<file path="src/rtl/manhattan_wta_engine.sv">
// manhattan_wta_engine
//   Block-matching distance engine. Accumulates |X - T_c| for NUM_CH template
//   channels over BLOCK_LEN pixels (sum for Manhattan, max for Chebyshev),
//   then walks the channels one per clock to find the closest template.
//
// State table:
//   S_ACCUM | accepting pixels, InReady=1
//   S_CMP   | winner-take-all scan, one channel per clock (cidx)
//   S_LOAD  | copy accumulators and winner into the output registers
//   S_OUT   | OutValid=1, waiting for OutReady
//
// Ports:
//   Clk, Rst       clock (rising edge), synchronous active-high reset
//   Mode           0 = Manhattan, 1 = Chebyshev; latched on first pixel of a block
//   InValid/InReady  pixel handshake for X and T
//   X              input pixel, DATA_W bits unsigned
//   T              template pixels, channel c at [c*DATA_W +: DATA_W]
//   OutValid/OutReady  result handshake
//   Dist           per-channel distances, channel c at [c*ACC_W +: ACC_W]
//   WinIdx         index of the minimum-distance channel (lowest index on ties)
//   WinDist        minimum distance
module manhattan_wta_engine #(
  parameter int DATA_W    = 8,
  parameter int BLOCK_LEN = 16,
  parameter int NUM_CH    = 4,
  parameter int ACC_W     = DATA_W + $clog2(BLOCK_LEN),
  parameter int IDX_W     = (NUM_CH > 1) ? $clog2(NUM_CH) : 1
) (
  input  logic                     Clk,
  input  logic                     Rst,
  input  logic                     Mode,
  input  logic                     InValid,
  output logic                     InReady,
  input  logic [DATA_W-1:0]        X,
  input  logic [NUM_CH*DATA_W-1:0] T,
  output logic                     OutValid,
  input  logic                     OutReady,
  output logic [NUM_CH*ACC_W-1:0]  Dist,
  output logic [IDX_W-1:0]         WinIdx,
  output logic [ACC_W-1:0]         WinDist
);

  localparam int CNT_W = $clog2(BLOCK_LEN);

  typedef enum logic [1:0] {S_ACCUM, S_CMP, S_LOAD, S_OUT} state_t;

  state_t             state;
  logic [CNT_W-1:0]   count;
  logic [IDX_W-1:0]   cidx;
  logic               mode_q;
  logic [ACC_W-1:0]   acc [NUM_CH];
  logic [ACC_W-1:0]   min_dist;
  logic [IDX_W-1:0]   min_idx;

  logic               first_pix;
  logic               eff_mode;
  logic [DATA_W:0]    diff_pos [NUM_CH];
  logic [DATA_W:0]    diff_neg [NUM_CH];
  logic [ACC_W-1:0]   absd     [NUM_CH];
  logic [ACC_W-1:0]   acc_nxt  [NUM_CH];

  // Differences are taken one bit wider than the pixels so the sign bit
  // picks the non-negative ordering; |0-255| = 255 without wrap.
  always_comb begin
    first_pix = (count == '0);
    eff_mode  = first_pix ? Mode : mode_q;
    for (int c = 0; c < NUM_CH; c++) begin
      diff_pos[c] = {1'b0, X} - {1'b0, T[c*DATA_W +: DATA_W]};
      diff_neg[c] = {1'b0, T[c*DATA_W +: DATA_W]} - {1'b0, X};
      absd[c]     = diff_pos[c][DATA_W] ? ACC_W'(diff_neg[c]) : ACC_W'(diff_pos[c]);
      if (first_pix)
        acc_nxt[c] = absd[c];
      else if (eff_mode)
        acc_nxt[c] = (absd[c] > acc[c]) ? absd[c] : acc[c];
      else
        acc_nxt[c] = acc[c] + absd[c];
    end
  end

  always_ff @(posedge Clk) begin
    if (Rst) begin
      state    <= S_ACCUM;
      count    <= '0;
      cidx     <= '0;
      mode_q   <= 1'b0;
      for (int c = 0; c < NUM_CH; c++) acc[c] <= '0;
      min_dist <= '0;
      min_idx  <= '0;
      InReady  <= 1'b1;
      OutValid <= 1'b0;
      Dist     <= '0;
      WinIdx   <= '0;
      WinDist  <= '0;
    end else begin
      case (state)
        S_ACCUM: begin
          if (InValid) begin
            for (int c = 0; c < NUM_CH; c++) acc[c] <= acc_nxt[c];
            if (first_pix) mode_q <= Mode;
            if (count == CNT_W'(BLOCK_LEN - 1)) begin
              count   <= '0;
              cidx    <= '0;
              InReady <= 1'b0;
              state   <= S_CMP;
            end else begin
              count <= count + CNT_W'(1);
            end
          end
        end
        S_CMP: begin
          // Channel 0 seeds the running minimum; strict less-than keeps
          // the lowest index on ties.
          if (cidx == '0 || acc[cidx] < min_dist) begin
            min_dist <= acc[cidx];
            min_idx  <= cidx;
          end
          if (cidx == IDX_W'(NUM_CH - 1))
            state <= S_LOAD;
          else
            cidx <= cidx + IDX_W'(1);
        end
        S_LOAD: begin
          for (int c = 0; c < NUM_CH; c++) Dist[c*ACC_W +: ACC_W] <= acc[c];
          WinIdx   <= min_idx;
          WinDist  <= min_dist;
          OutValid <= 1'b1;
          state    <= S_OUT;
        end
        S_OUT: begin
          if (OutReady) begin
            OutValid <= 1'b0;
            InReady  <= 1'b1;
            state    <= S_ACCUM;
          end
        end
        default: state <= S_ACCUM;
      endcase
    end
  end

endmodule

</file>
<file path="config.mk">
export PLATFORM = sky130hd
export DESIGN_NAME = manhattan_wta_engine
export DESIGN_NICKNAME = d
export VERILOG_FILES = /design/src/rtl/manhattan_wta_engine.sv
export SDC_FILE = /design/constraint.sdc
export NUM_CORES = 1
export LEC_CHECK = 0
export CORE_MARGIN = 2
export CORE_UTILIZATION = 50
export CTS_BUF_LIST = sky130_fd_sc_hd__clkbuf_4 sky130_fd_sc_hd__clkbuf_8 sky130_fd_sc_hd__clkbuf_16
export DETAILED_ROUTE_END_ITERATION = 8
export PLACE_DENSITY = 0.7
export SYNTH_ARGS = -nofsm -noshare
export SYNTH_HDL_FRONTEND = slang
export SYNTH_SLANG_ARGS = --single-unit
</file>
<file path="constraint.sdc">
create_clock -name Clk -period 9.6 [get_ports Clk]
set_input_delay 0.96 -clock Clk [delete_from_list [all_inputs] [get_ports Clk]]
set_output_delay 0.96 -clock Clk [all_outputs]
set_load 0.005 [all_outputs]
</file>
## Yosys cells after proc, flatten, opt, wreduce, memory -nomap -nowiden

Memories as Yosys holds them, arrays and structs flattened. A register that Yosys moved wholly into a read port is not among the register bits.
Cells that the tools add are included.

| operators by class | value |
|---|---|
| reduce and logical (&&, ||, !) cells | 13 |
| bitwise operators | 4 |
| equal/unequal tests | 10 |
| magnitude comparators | 5 |
| add/sub/neg operators | 14 |
| multiplexer cells | 45 |

Operator list:

| kind | number |
|---|---|
| $mux W12 | 16 |
| $sub A8 B8 Y9 | 8 |
| $add A12 B9 Y12 | 4 |
| $gt A9 B12 Y1 | 4 |
| $mux W9 | 4 |
| $mux W2 | 9 |
| $lt A12 B12 Y1 | 1 |
| $reduce_and A4 Y1 | 3 |
| $mux W1 | 11 |
| $ne A2 B2 Y1 const B | 5 |
| $pmux W2 S4 | 1 |
| $eq A2 B2 Y1 const B | 3 |
| $reduce_and A2 Y1 | 3 |
| $reduce_bool A2 Y1 | 3 |
| $add A4 B1 Y4 const B | 1 |
| $eq A4 B4 Y1 const B | 1 |
| $logic_not A2 Y1 | 2 |
| $logic_not A4 Y1 | 1 |
| $mux W4 | 1 |
| $or A1 B1 Y1 | 4 |
| $pmux W1 S2 | 2 |
| $pmux W2 S2 | 1 |
| $add A2 B1 Y2 const B | 1 |
| $eq A2 B1 Y1 const B | 1 |
| $logic_or A1 B1 Y1 | 1 |

| word-level totals | value |
|---|---|
| logic and storage cells | 103 |
| bits in writable memories | 48 |
| bits of input ports | 45 |
| memories | 1 |
| register bits after elaboration | 87 |

Memory list:

| name | words | width | rd ports | clocked after memory_dff | wr ports | line | source |
|---|---|---|---|---|---|---|---|
| acc | 4 | 12 | 5 | 1 | 4 | 51 | `logic [ACC_W-1:0] acc [NUM_CH];` |

## Longest topological paths before layout

Gate-level depths: netlist (run 1).

| logic depth | value |
|---|---|
| word-level depth | 7 |
| gate-level depth with buffers | 19 |
| depth with buffers taken out | 18 |

## Worst setup path after synthesis (run 1)

Ideal clock, no wire load.

| timing | value |
|---|---|
| path kind | input to register |
| from | input X[0] |
| to | memory acc[0][0] in the netlist's numbering, enable pin |
| path buffers | 0 |
| required time | 9220 ps |
| path slack | 5037 ps |
| arrival time | 4183 ps |
| library setup time | 380 ps |
| cell stages on the path | 16 |
| cell sequence | inv_1 > ha_1 > inv_1 > fa_1 > and3_1 > o21a_2 > nor2_4 > mux2_1 > a311oi_2 > xnor2_1 > ha_1 > nand2_1 > nor4_1 > nor4_1 > o21ai_0 > nor2_1 |

RTL lines:

| element | line | source |
|---|---|---|
| start, declared | 34 | `input logic [DATA_W-1:0] X,` |
| end, declared | 51 |  |

==> impl_metrics.tcl, run 1 <==
set metrics [dict create \
    ys_seq_area_share_pct 28.6 \
    dr.pass1.iters 6 \
    crit_buf_inv 3 \
    postRouteAntennaNets 0 \
    async_reset_ff_share_pct 0 \
    power_leakage_nw 5.55 \
    fin_crit_ps 5630 \
    finalWirelength_mm 29.4 \
    p_per_area_nw_per_um2 198 \
    numClockSinks 137 \
    htreeDepth 4 \
    clock-skew-final_ps 10.8 \
    setup_viol 0 \
    core-area_um2 22000 \
    end_kind "register" \
    gp_congestion 0.924 \
    netlist_area_um2 11300 \
    hold_buffers 0 \
    finalSetupTns_ps 0 \
    drive_above_1_share_pct 5.45 \
    ys_types 67 \
    drt_iter0_drc 707 \
    power_w 0.00260 \
    overflow 0 \
    synth-warning-count 0 \
    cp.arrival_ps 5670 \
    syn_nets 1481 \
    cp-start-kind "primary input" \
    critPathKind "primary input to register" \
    grt_use_total_pct 24.4 \
    critPathSlowestCell "nor2_1" \
    path_delay_family "simple AND/OR/NAND/NOR gates" \
    cts_buffers 17 \
    nets 1562 \
    cts_resized 0 \
    clkLatencyLatePin_ps 420 \
    die-width_um 154 \
    synth_top_area_share_pct 17.7 \
    drcViolationCount 0 \
    num_io_pins 109 \
    synth_edf_count 48 \
    vias 9356 \
    hp-class "register to register" \
    critical_path.max_stage_delay_ps 800 \
    clkTransAtPathRegs_ps 50 \
    layoutNonFillerInstCount 1639 \
    finalMaxSlewViolations 0 \
    routedWlPerCell_um 17.9 \
    die_area_um2 23700 \
    crit_fanout 12 \
    post_cts_buffers 0 \
    clock_path_buffers 2 \
    synthCells 1265 \
    period_share_pct 58.6 \
    slew_headroom_pct 29.2 \
    port_buffers 108 \
    max_slew.worst_pin.slew_ps 1060 \
    cp.required_ps 9640 \
    final_core_utilization_pct 59.7 \
    grt_pass1_vias 8537 \
    fmax_mhz 178 \
    syn_area_per_cell_um2 8.90 \
    die_h_um 154 \
    yosys.area.top_type "ha_1" \
    hold_viol 0 \
    rsz0062_at_grt "false" \
    grt_pass1_wl_mm 46.2 \
    initial_core_util_pct 51.3 \
    num_rows 54 \
    dpl.cell_count 1607 \
    areaGrowthSynthToFinish_pct 16.5 \
    drv_cap 0 \
    path_cells "clkdlybuf4s50_1, inv_1, ha_1, inv_1, fa_1, nand3_1, a21oi_1, nor2_1, mux2_1, a31oi_1, xnor2_1, ha_1, a21o_1, a31oi_1, o21ai_0, a211oi_1, nor2_1" \
    grt_max_degree 91 \
    synth_flop_cell "dfxtp_1" \
    cts_tree "done" \
    antenna_found_initial 0 \
    root_buffer "clkbuf_16" \
    hpwl_mm 22.9 \
    antennaDiodeCount 0 \
    outcome "completed" \
    via_per_inst 5.71 \
    synth_seq_cells 137 \
    synth.area.top_cells "ha_1, dfxtp_1, edfxtp_1" \
    peakVddDrop_uv 144 \
]
-- synth_stat cells (5+ instances only) --
library cell / number
ha_1: 159
nor2_1: 159
inv_1: 125
mux2i_1: 95
a21oi_1: 93
dfxtp_1: 89
nand2_1: 75
edfxtp_1: 48
o21ai_0: 42
xnor2_1: 35
clkbuf_1: 34
a211oi_1: 23
a21o_1: 20
nand3_1: 18
nor2b_1: 18
xor2_1: 18
nor3_1: 14
a31oi_1: 13
fa_1: 12
mux4_2: 12
nand2b_1: 10
nand4_1: 9
nor4_1: 9
o21ai_1: 9
buf_2: 8
o21bai_1: 8
and4_1: 7
mux2_1: 6
nand3b_1: 6
o211a_1: 6
a211o_1: 5
o211ai_1: 5
-- tightest hold or removal path, cell delays in order, from the launching register on --
cell and delay, ps:
dfxtp_1 320, a21oi_1 60, nor2_1 70
-- registers in the layout, summed over array words and instances (netlist names), 4 cells and up, named ones only --
| register | flops |
|---|---|
| Dist | 48 |
| acc | 48 |
| WinDist | 12 |
| min_dist | 12 |
| count | 4 |
-- layout by cell type, fill, tap and decap left out, drive strengths merged, types with 10 or more instances in the layout --
| cell type | synthesis | layout |
|---|---|---|
| nand2b | 10 | 10 |
| nor2 | 161 | 161 |
| clkdlybuf4s50 | 0 | 107 |
| mux4 | 12 | 12 |
| fa | 12 | 12 |
| nor2b | 18 | 18 |
| inv | 125 | 126 |
| ha | 159 | 159 |
| edfxtp | 48 | 48 |
| clkbuf | 34 | 26 |
| a21o | 20 | 20 |
| xnor2 | 35 | 35 |
| a211oi | 26 | 26 |
| nand3 | 18 | 18 |
| nand2 | 75 | 75 |
| dfxtp | 89 | 89 |
| a31oi | 14 | 14 |
| xor2 | 18 | 18 |
| nor3 | 14 | 14 |
| mux2i | 95 | 95 |
| a21oi | 93 | 93 |
| o21ai | 51 | 51 |
-- through the flow --
stage | cell area [µm²] | hold WS, ps | setup slack (ps)
final | 13100 | 481 | 3970
after global routing | 13100 | 516 | 3590
after CTS | 13100 | 486 | 4010
after detailed placement | 12500 | 473 | 3560
after global placement | 12500 | 467 | 3640
after floorplan | 11300 | 463 | 5040
-- cells by family after synthesis --
group,synth area share (%)
AOI/OAI and AO/OA,15.2
xor gates and xnor gates,4.12
adders and majority gates,19.8
buffers and inverters,6.19
DFF,28.6
muxes,11.6
and+or+nand+nor,14.5
-- layout make-up --
type                       instances  area (µm²)
sequential                       137        3220
fill                            1887        8840
inverter                         125         469
tap                              280         350
timing repair buffer             113        1110
multi-input combinational        952        7370
clock buffer                      26         536
clock inverter                     6        60.1
-- per-layer routing --
metal  vias up  part of all wire (%)  track usage, %
met5         -                     0               0
met4         0                   2.4            7.21
met3        51                   5.5            3.44
met2       312                    44            38.0
met1      4413                    48            35.2
li1       4580                     -               -
-- power by group --
part           leakage (nW)  switching (W)  internal (W)  total (W)
combinational          4.00       0.000657      0.000474    0.00113
clock                 0.303       0.000242      0.000410   0.000653
sequential             1.24       0.000123      0.000691   0.000814
total                  5.55        0.00102       0.00158    0.00260
-- final timing paths --
path         cells after the start  slack, ps      from           to
min                              2        480  OutValid     OutValid
max reg2reg                      8       6110  register  min_dist[3]
min reg2reg                      2        480  OutValid     OutValid
max                             17       3970      X[0]    acc[2][9]
No activity file was read; power rests on OpenSTA's default activity.
==> run 2: changes to the inputs <==
--- a/config.mk
+++ b/config.mk
@@ -9,7 +9,7 @@
 export CORE_UTILIZATION = 50
 export CTS_BUF_LIST = sky130_fd_sc_hd__clkbuf_4 sky130_fd_sc_hd__clkbuf_8 sky130_fd_sc_hd__clkbuf_16
 export DETAILED_ROUTE_END_ITERATION = 8
-export PLACE_DENSITY = 0.7
+export PLACE_DENSITY = 0.73
 export SYNTH_ARGS = -nofsm -noshare
 export SYNTH_HDL_FRONTEND = slang
 export SYNTH_SLANG_ARGS = --single-unit
==> constraint.sdc (replaced) <==
create_clock -name Clk -period 4.9 [get_ports Clk]
set_input_delay 0.49 -clock Clk [delete_from_list [all_inputs] [get_ports Clk]]
set_output_delay 0.49 -clock Clk [all_outputs]
set_load 0.005 [all_outputs]
==> impl_metrics.tcl, run 2 (same netlist as run 1, synthesis figures left out) <==
set metrics [dict create \
    layoutNonFillerInstCount 1790 \
    drv_cap 0 \
    final_common_cell "ha_1" \
    areaGrowthSynthToFinish_pct 26.5 \
    crit_fanout 12 \
    final_core_utilization_pct 64.9 \
    end_kind "register" \
    antenna_found_initial 0 \
    post_cts_buffers 0 \
    period_share_pct 93.4 \
    cp.arrival_ps 4620 \
    hold_buffers 0 \
    critPathSlowestCell "nor2_1" \
    drt_iter0_drc 733 \
    grt_use_total_pct 26.5 \
    numClockSinks 137 \
    initial_core_util_pct 51.3 \
    max_slew.worst_pin.slew_ps 1150 \
    path_delay_family "simple AND/OR/NAND/NOR gates" \
    postRouteAntennaNets 0 \
    clkTransAtPathRegs_ps 60 \
    critPathKind "primary input to register" \
    num_rows 54 \
    cts_tree "done" \
    grt_pass1_vias 9688 \
    crit_buf_inv 5 \
    outcome "completed" \
    die_h_um 154 \
    grt_pass1_wl_mm 50.3 \
    via_per_inst 5.57 \
    cp.required_ps 4940 \
    fmax_mhz 218 \
    routedWlPerCell_um 17.5 \
    finalWirelength_mm 31.3 \
    overflow 0 \
    clock-skew-final_ps 7.61 \
    antennaDiodeCount 0 \
    cts_buffers 17 \
    setup_viol 0 \
    peakVddDrop_uv 306 \
    power_leakage_nw 6.27 \
    die_area_um2 23700 \
    port_buffers 108 \
    dpl.cell_count 1760 \
    fin_crit_ps 4580 \
    path_cells "clkdlybuf4s50_1, inv_1, buf_4, ha_1, inv_1, fa_1, nand3_1, a21oi_1, nor2_1, buf_12, mux2_1, o211ai_1, xor2_1, ha_1, nand3_1, nor3_1, nor4_1, o21ai_0, nor2_1" \
    dr.pass1.iters 6 \
    num_io_pins 109 \
    grt_max_degree 89 \
    drive_above_1_share_pct 15.1 \
    hpwl_mm 24.4 \
    rsz0062_at_grt "false" \
    p_per_area_nw_per_um2 382 \
    final-seq-area_um2 3220 \
    cp-start-kind "primary input" \
    power_w 0.00544 \
    nets 1715 \
    vias 9963 \
    root_buffer "clkbuf_16" \
    final_cell_mix "ha_1, buf_4, nor2_1" \
    num-fill-cells 1791 \
    drcViolationCount 0 \
    clock_path_buffers 2 \
    clkLatencyLatePin_ps 430 \
    hold_viol 0 \
    critical_path.max_stage_delay_ps 890 \
    core-area_um2 22000 \
    finalMaxSlewViolations 0 \
    hp-class "register to register" \
    largestRegisters "Dist: 48 flops, acc: 48 flops" \
    slew_headroom_pct 22.7 \
    die-width_um 154 \
    gp_congestion 0.960 \
    htreeDepth 4 \
    multiInputGateArea_um2 7370 \
]
run 2: worst reg2reg max path, cell delays in order (launching register included):
cell     delay, ps
dfxtp_1        730
mux4_2         630
ha_1           320
and4_1         210
nand4_1        130
or3_4          420
a32oi_4        590
mux2i_1        300
nor2_1          70
run 2: repair_timing:
action / CTS / global route
endpoints found under the hold margin: 0 / 0
setup endpoints to repair: 0 / 37
resized for setup: 0 / 3
run 2: routing by layer:
metal	vias to the layer above	GRT usage [%]	share of wire, %
met5	-	0	0
met4	0	8.86	2.6
met3	62	4.31	6.0
met2	405	42.5	45
met1	4605	36.4	47
li1	4891	-	-
run 2: layout make-up:
type | count | share of cell area (%)
multi-input cells | 952 | 51.7
flip-flops and latches | 137 | 22.6
repair buffers | 266 | 16.0
clock buffers | 24 | 3.64
inverters | 125 | 3.29
well taps | 280 | 2.46
clock inverters | 6 | 0.272
run 2: worst paths after layout:
path                 endpoint      from  cells after the start  slack (ps)
setup / recovery    acc[1][8]      X[0]                     19         320
hold reg to reg      Dist[36]  Dist[36]                      2         490
setup reg to reg  min_dist[6]  register                      8        1360
hold / removal       Dist[36]  Dist[36]                      2         490
run 2: through the flow:
step           setup WS, ps  cell area, µm²  setup TNS (ps)  hold WS [ps]
3_5_place_dp           -184           13700           -6400           479
4_1_cts                 230           14200               0           495
5_1_grt                49.9           14200               0           514
3_3_place_gp          -42.2           13700            -819           469
2_1_floorplan           807           11300               0           463
6_report                321           14200               0           489
run 2: power breakdown:
group / switching [W] / internal (W) / leakage [nW]
registers: 0.000235 / 0.00135 / 1.24
logic: 0.00139 / 0.00124 / 4.75
clock network: 0.000486 / 0.000736 / 0.284
total: 0.00211 / 0.00333 / 6.27
==> run 3: changes to the inputs <==
--- a/config.mk
+++ b/config.mk
@@ -10,6 +10,7 @@
 export CTS_BUF_LIST = sky130_fd_sc_hd__clkbuf_4 sky130_fd_sc_hd__clkbuf_8 sky130_fd_sc_hd__clkbuf_16
 export DETAILED_ROUTE_END_ITERATION = 8
 export PLACE_DENSITY = 0.73
+export SETUP_SLACK_MARGIN = 0.4
 export SYNTH_ARGS = -nofsm -noshare
 export SYNTH_HDL_FRONTEND = slang
 export SYNTH_SLANG_ARGS = --single-unit
==> constraint.sdc (replaced) <==
create_clock -name Clk -period 4.9 [get_ports Clk]
set_input_delay 0.98 -clock Clk [delete_from_list [all_inputs] [get_ports Clk]]
set_output_delay 0.98 -clock Clk [all_outputs]
set_load 0.005 [all_outputs]
==> impl_metrics.tcl, run 3 (same netlist as run 1, synthesis figures left out) <==
set metrics [dict create \
    outcome "completed" \
    r2r-end "min_dist[11]" \
    core-area_um2 22000 \
    via_per_inst 5.63 \
    nets 1783 \
    finalSetupTns_ps 0 \
    rsz0062_at_grt "true" \
    die_h_um 154 \
    setup_viol 0 \
    peakVddDrop_uv 292 \
    grt_use_total_pct 27.4 \
    path_cells "dlygate4sd2_1, inv_2, buf_12, ha_2, inv_2, fa_2, nand3_2, a21oi_2, nor2_1, buf_6, buf_4, mux2_1, a31oi_1, xnor2_1, ha_1, buf_4, a21o_1, a31oi_1, o21ai_1, a211oi_2, nor2_4, buf_12" \
    drive_above_1_share_pct 24.9 \
    routedWlPerCell_um 18.1 \
    dr.pass1.iters 7 \
    finalWirelength_mm 33.7 \
    gp_congestion 0.929 \
    busiest_layer "met2" \
    hold_viol 0 \
    clkLatencyLatePin_ps 430 \
    areaGrowthSynthToFinish_pct 37.6 \
    design_area_um2 15500 \
    final_cell_mix "buf_4, nor2_1, ha_1" \
    hp-class "register to register" \
    max_slew.worst_pin.slew_ps 765 \
    use_met2_pct 44.7 \
    clock-skew-final_ps 8.48 \
    power_w 0.00606 \
    num_rows 54 \
    drt_iter0_drc 904 \
    die-width_um 154 \
    grt_pass1_vias 10200 \
    initial_core_util_pct 51.3 \
    dpl_cell_area_um2 13900 \
    use_met3_pct 3.66 \
    finalMaxSlewViolations 0 \
    fmax_mhz 224 \
    cp.required_ps 5090 \
    largestRegisters "Dist: 48 flops, acc: 48 flops" \
    end_kind "register" \
    num_io_pins 109 \
    cp.arrival_ps 4660 \
    clock_path_buffers 2 \
    cts_tree "done" \
    layoutNonFillerInstCount 1860 \
    slew_headroom_pct 49.0 \
    gr-usage-met1_pct 37.6 \
    numClockSinks 137 \
    dpl.cell_count 1793 \
    grt_pass1_wl_mm 52.2 \
    drcViolationCount 0 \
    multiInputGateArea_um2 7960 \
    root_buffer "clkbuf_16" \
    critical_path.max_stage_delay_ps 360 \
    overflow 0 \
    vias 10500 \
    period_share_pct 91.3 \
    die_area_um2 23700 \
    p_per_area_nw_per_um2 391 \
    crit_buf_inv 8 \
    htreeDepth 4 \
    hpwl_mm 25.0 \
    port_buffers 108 \
    postRouteAntennaNets 0 \
    crit_fanout 12 \
    cp-start-kind "primary input" \
    antenna_found_initial 0 \
    reg2regPathDepth 8 \
    antennaDiodeCount 0 \
    fin_crit_ps 4470 \
    power_leakage_nw 6.85 \
    clkTransAtPathRegs_ps 60 \
    critPathKind "primary input to register" \
    drv_cap 0 \
    grt_max_degree 75 \
    final-seq-area_um2 3220 \
    critPathSlowestCell "fa_2" \
    path_delay_family "buffers and inverters" \
    r2r_slack_ps 1340 \
    min_to "Dist[19]" \
    final_common_cell "buf_4" \
    hold-path-cell-count 2 \
    cts_buffers 17 \
    hold_start "Dist[19]" \
    num-fill-cells 1599 \
]
## run 3: area by class of cell
| cell class | instances | area share, % |
|---|---|---|
| well taps | 280 | 2.26 |
| inverters | 125 | 3.05 |
| repair buffers | 334 | 18.6 |
| clock inverters | 15 | 1.21 |
| multi-input cells | 952 | 51.3 |
| flip-flops and latches | 137 | 20.8 |
| clock buffers | 17 | 2.75 |
## run 3: metal layers
layer / up-vias / part of all wire (%)
met5: - / 0
li1: 5037 / -
met1: 4974 / 44
met3: 56 / 6.5
met4: 0 / 2.8
met2: 402 / 46
## run 3: repair_timing
action,in CTS,in global routing
endpoints found under the setup margin,60,71
cloned,0,0
setup buffers,16,19
gates resized for setup,55,95
pin swaps,28,63
hold buffers,0,0
## run 3: worst max path at each step
stage / from / to / slack [ps] / depth (start not counted)
final: X[0] / acc[2][7] / 430 / 22
after global routing: X[0] / acc[2][7] / 250 / 22
after CTS: X[1] / acc[1][11] / 390 / 19
after detailed placement: X[0] / acc[2][1] / -320 / 18
after global placement: X[0] / acc[2][3] / -180 / 18
after floorplan: X[0] / acc[0][11] / 400 / 17
## run 3: tightest hold or removal path: stages, from the launching register on
cell and delay [ps]:
dfxtp_1 330, mux2i_1 60, nor2_1 70
## run 3: through the flow
stage	setup slack, ps	hold WS [ps]	util (%)
6_report	426	491	70.6
5_1_grt	250	518	70.6
2_1_floorplan	401	463	-
3_3_place_gp	-184	473	63.4
4_1_cts	388	498	67.9
3_5_place_dp	-322	484	63.4
## run 3: report_power, final
part,internal [W],leakage [nW],switching (W)
registers,0.00135,1.24,0.000241
clock network,0.000810,0.290,0.000528
logic,0.00153,5.31,0.00159
